### src/rtl/mano_timing_ctrl.sv
// mano_timing_ctrl: Mano basic-computer sequence counter, run flip-flop and control-strobe decoder.
// Ports:
//   clk, rst            rising-edge clock, asynchronous active-high reset
//   ir[15:0]            current IR contents (ir[15]=I, ir[14:12]=opcode, ir[7]/ir[6]=ION/IOF, ir[0]=HLT)
//   start               sets the run flip-flop S
//   fgi, fgo            I/O flags, only used when MANO_INTERRUPT_EN is defined
//   T[15:0]             one-hot timing (16'h0001 whenever S=0)
//   D[7:0]              one-hot decode of ir[14:12]
//   I, running          latched indirect bit, run flip-flop S
//   ar_ld .. sc_clr     combinational datapath strobes, gated by S
// Optional feature: define MANO_INTERRUPT_EN to add the R/IEN flip-flops and the interrupt cycle.
module mano_timing_ctrl (
   input  logic        clk,
   input  logic        rst,
   input  logic [15:0] ir,
   input  logic        start,
   input  logic        fgi,
   input  logic        fgo,
   output logic [15:0] T,
   output logic [7:0]  D,
   output logic        I,
   output logic        running,
   output logic        ar_ld,
   output logic        ar_inc,
   output logic        ar_clr,
   output logic        pc_inc,
   output logic        pc_clr,
   output logic        ir_ld,
   output logic        sc_clr
);
   logic [3:0]  r_sc;
   logic        r_s;
   logic        r_i;
   logic [15:0] w_t;
   logic        w_r;
   logic        w_hlt;
   logic        w_unused;
   assign w_t      = 16'h0001 << r_sc;
   assign T        = r_s ? w_t : 16'h0001;
   assign D        = 8'h01 << ir[14:12];
   assign I        = r_i;
   assign running  = r_s;
   assign w_hlt    = r_s & w_t[3] & D[7] & ~r_i & ir[0];
   assign w_unused = ^{fgi, fgo, ir[11:1]};
`ifdef MANO_INTERRUPT_EN
   logic r_r;
   logic r_ien;
   always_ff @(posedge clk or posedge rst) begin
      if (rst) begin
         r_r   <= 1'b0;
         r_ien <= 1'b0;
      end else if (r_s && r_r && w_t[2]) begin
         r_r   <= 1'b0;
         r_ien <= 1'b0;
      end else begin
         // interrupt request is only accepted outside the fetch/interrupt slots T0..T2
         if (r_s && r_sc > 4'd2 && r_ien && (fgi || fgo))
            r_r <= 1'b1;
         if (r_s && w_t[3] && D[7] && r_i)
            r_ien <= ir[7] ? 1'b1 : ir[6] ? 1'b0 : r_ien;
      end
   end
   assign w_r = r_r;
`else
   assign w_r = 1'b0;
`endif
   always_comb begin
      ar_ld  = 1'b0;
      ar_inc = 1'b0;
      ar_clr = 1'b0;
      pc_inc = 1'b0;
      pc_clr = 1'b0;
      ir_ld  = 1'b0;
      sc_clr = 1'b0;
      if (r_s) begin
         ar_clr = w_r & w_t[0];
         pc_clr = w_r & w_t[1];
         ar_ld  = ~w_r & (w_t[0] | w_t[2]) | w_t[3] & ~D[7] & r_i;
         ir_ld  = ~w_r & w_t[1];
         pc_inc = w_r ? w_t[2] : w_t[1];
         ar_inc = w_t[4] & D[5];
         sc_clr = w_r & w_t[2]
                | w_t[3] & D[7]
                | w_t[4] & (D[3] | D[4])
                | w_t[5] & (D[0] | D[1] | D[2] | D[5])
                | w_t[6] & D[6];
      end
   end
   always_ff @(posedge clk or posedge rst) begin
      if (rst) begin
         r_sc <= 4'd0;
         r_s  <= 1'b0;
         r_i  <= 1'b0;
      end else begin
         r_sc <= sc_clr ? 4'd0 : r_s ? r_sc + 4'd1 : r_sc;
         // start wins over a simultaneous HLT
         r_s  <= start | (r_s & ~w_hlt);
         if (r_s && w_t[2] && !w_r)
            r_i <= ir[15];
      end
   end
endmodule
### config.mk
export PLATFORM = sky130hd
export DESIGN_NAME = mano_timing_ctrl
export DESIGN_NICKNAME = d
export VERILOG_FILES = /design/src/rtl/mano_timing_ctrl.sv
export SDC_FILE = /design/constraint.sdc
export NUM_CORES = 1
export LEC_CHECK = 0
export CAP_MARGIN = 20
export CORE_UTILIZATION = 30
export DETAILED_ROUTE_END_ITERATION = 6
export PLACE_DENSITY = 0.75
export SLEW_MARGIN = 25
export SYNTH_ARGS = -nofsm -noshare
export SYNTH_HDL_FRONTEND = slang
export SYNTH_SLANG_ARGS = --single-unit
### constraint.sdc
create_clock -name clk -period 2.03 [get_ports clk]
set_input_delay 0.406 -clock clk [delete_from_list [all_inputs] [get_ports clk]]
set_output_delay 0.406 -clock clk [all_outputs]
set_load 0.005 [all_outputs]
==> run metrics <==
top library cells by usage in the layout, fill and taps aside=29 x sky130_fd_sc_hd__buf_4, 16 x sky130_fd_sc_hd__dlygate4sd2_1, 10 x sky130_fd_sc_hd__clkbuf_2, 8 x sky130_fd_sc_hd__clkdlybuf4s50_1; deepest level of the CTS H-tree=1; clock transition time at the flip-flop clock pins of the worst setup and hold paths=0.04 ns; Final Cycle Share=109%; core region area=2000 µm²; Clk Latency, worst-skew pair=0.24 ns; worst stage delay on the critical path=0.54 ns; drc violations=0; antenna violations before repair=0; result of the run=finished, violations left; total standard cell area after synthesis=658 µm²; DIE WIDTH=just under 50 µm; count of port buffers added during placement=38; area added between synthesis and finish=99.6%; GPL Wtd Cong=0.818; source of the worst register-to-register timing path=r_sc[0]; path class of the lowest-slack min-delay path=input port to async pin; global router's overall resource usage=20.1%; first-pass GRT wire length=3790 µm; Setup WS post-layout=-0.184 ns; setup slack on the worst flop-to-flop path=0.33 ns; final hold slack=0.380 ns; maximum resistive drop on vdd=around 740 µV; total of fill cells in the finished design=~180; endpoints failing setup=1; number of buffers between clock root and the deepest sink=2; endpoint type of the worst setup path=output pin; Initial Util=32.9%; final worst path period need=about 2.2 ns; detail-routed via count per cell=4.79; antenna-violating nets left=0; clock tree from TritonCTS=yes; CP max stage cell=sky130_fd_sc_hd__or4_4; Die Y-Extent=around 50 µm; largest fanout of any net on the critical path=3; num rows=16; FF+latch count, synth=6; MaxCap Viol Count=0; violation count after the first detailed-routing iteration=17; instance count of the mapped netlist=86; Worst Path Arrival=1.81 ns; top achievable clock speed=roughly 0.45 GHz; total length of routed wires=2380 µm; crit-path cells=buf_6, ha_4, nand2_4, or4_4, nand4_4, and2_4, buf_6; Startpoint Class=flop; leakage component of the power=0.000723 µW; Clock Root Buffer=sky130_fd_sc_hd__clkbuf_4; number of hold-slack violations in the final timing report=0; number of distinct library cell variants in the gate-level netlist after synthesis=31; average routed wire per standard cell=approximately 13 µm; Detail Placement HPWL=1720 µm; Clock Sink Count=6; Avg Inst Size Synth=about 7.7 µm²; area used by multi-input combinational logic=approximately 540 µm²; routed vias=852; leftover overflow at the end of global routing=0; capture point of the worst reg-to-reg path=r_sc[2]; ant diodes=0; sequential share of the synthesized area=approximately 23%; cell area after layout=1310 µm²; first drt pass iteration count=4; largest net degree at the start of global routing=11; dpl ws=-0.752 ns; fin. max-slew vios=0; failing checks=negative setup slack; most common cell after layout, fill and taps aside=sky130_fd_sc_hd__buf_4; power per unit of standard cell area=1070 nW/µm²; total power consumption of the routed design=approximately 1400 µW; cell depth of the worst flop-to-flop path=8; cell repeated most along the worst path=sky130_fd_sc_hd__buf_6; cell area reported after detailed placement=~1200 µm²; skew final=0.00183 ns; Final Util=~66%; vias in the first global route=873; synthesis warning total=0; share of post-route cells with drive strength above 1=45.7%; crit path kind=flop to output pin; area taken by flip-flops and latches=150 µm²; total I/O pin count=54; Total Die Area=between 2000 and 2500 µm²; RSZ-0062 raised after global routing=yes; WP data required=approximately 1.6 ns; number of nets in the finished design=180; CTS buffer count=3
==> registers in the layout, summed over array words and instances (netlist names) <==
register and flops:
r_sc 4, running 1, I 1
==> critical path: cells and delay by family (launching register included) <==
family | cells | cell delay, ns
adders and majority gates | 1 | 0.14
buffers and inverters | 2 | 0.21
DFF | 1 | 0.39
and+or+nand+nor | 4 | 0.83
==> per-layer routing <==
layer  share of wire [%]  track usage [%]  vias to the layer above  wire, µm
li1                    -                -                      420         -
met1                  44             24.2                      392      1050
met2                  50             36.3                       34      1190
met3                 4.2             4.36                        6       100
met4                 1.3             4.41                        0        30
met5                   0                0                        -         0
==> synth_stat cells <==
library cell	number	area, µm²
sky130_fd_sc_hd__buf_4	4	30.0
sky130_fd_sc_hd__or3b_1	1	8.76
sky130_fd_sc_hd__dfrtp_1	6	150
sky130_fd_sc_hd__nand3_1	4	20.0
sky130_fd_sc_hd__nor3b_1	4	30.0
sky130_fd_sc_hd__conb_1	1	3.75
sky130_fd_sc_hd__o22ai_1	2	12.5
sky130_fd_sc_hd__o21bai_1	1	7.51
sky130_fd_sc_hd__nand4_1	1	6.26
sky130_fd_sc_hd__ha_1	6	75.1
sky130_fd_sc_hd__or4_1	1	7.51
sky130_fd_sc_hd__nor2b_1	3	18.8
sky130_fd_sc_hd__nor2_1	8	30.0
sky130_fd_sc_hd__nand4_2	1	12.5
sky130_fd_sc_hd__o2bb2ai_1	1	8.76
sky130_fd_sc_hd__nand3_2	1	10.0
sky130_fd_sc_hd__nor3_1	2	10.0
sky130_fd_sc_hd__and3_1	5	31.3
sky130_fd_sc_hd__a21oi_1	2	10.0
sky130_fd_sc_hd__nand3b_1	2	15.0
sky130_fd_sc_hd__inv_1	8	30.0
sky130_fd_sc_hd__o31ai_1	2	15.0
sky130_fd_sc_hd__mux2_1	1	11.3
sky130_fd_sc_hd__o21ai_0	1	5.00
sky130_fd_sc_hd__a211o_1	1	8.76
sky130_fd_sc_hd__and2b_1	1	7.51
sky130_fd_sc_hd__and3b_1	1	8.76
sky130_fd_sc_hd__nand2b_1	1	6.26
sky130_fd_sc_hd__and2_1	6	37.5
sky130_fd_sc_hd__clkbuf_1	3	11.3
sky130_fd_sc_hd__nand2_1	5	18.8
==> metrics by stage <==
step           instances  TNS (ns)
2_1_floorplan         87         0
3_3_place_gp         171     -3.05
3_5_place_dp         171     -3.31
4_1_cts              178    -0.572
5_1_grt              178    -0.268
6_report             178    -0.184
==> how the worst max path moves through the flow <==
| stage | startpoint | to | slack (ns) | cells past startpoint |
|---|---|---|---|---|
| after global placement | ir[13] | sc_clr | -0.69 | 6 |
| after detailed placement | ir[13] | sc_clr | -0.75 | 6 |
| final | r_sc[0] | sc_clr | -0.18 | 7 |
| after global routing | r_sc[0] | sc_clr | -0.24 | 7 |
| after CTS | ir[12] | sc_clr | -0.24 | 6 |
| after floorplan | r_sc[1] | sc_clr | 0.16 | 6 |
==> repair_timing <==
| action | in CTS | in global routing |
|---|---|---|
| gates cloned | 0 | 0 |
| hold buffers | 0 | 0 |
| resized for setup | 55 | 34 |
| endpoints found under the hold margin | 0 | 0 |
| setup endpoints to repair | 29 | 20 |
| pin swaps | 6 | 7 |
| setup buffers | 4 | 0 |
==> power by group <==
| group | internal (µW) | total (µW) | switching [µW] |
|---|---|---|---|
| registers | 173 | 223 | 50.3 |
| clock network | 66.6 | 106 | 39.4 |
| logic | 586 | 1080 | 495 |
| total | 825 | 1410 | 584 |
==> layout make-up <==
class                      count  share of cell area, %
inverter                       8                   2.48
tap                           27                   2.57
timing repair buffer          68                   40.6
clock buffer                   3                   1.71
multi-input combinational     66                   41.2
sequential                     6                   11.4
==> logic make-up after synthesis <==
group           count (synthesis)  synth area share, %
compound gates                 10                 10.3
fa+ha+maj                       6                 11.4
buf+inv                        15                 10.8
flops                           6                 22.8
mux                             1                 1.71
other cells                     1                0.570
simple gates                   47                 42.4
Note: power is estimated with default switching activity, not from simulation.
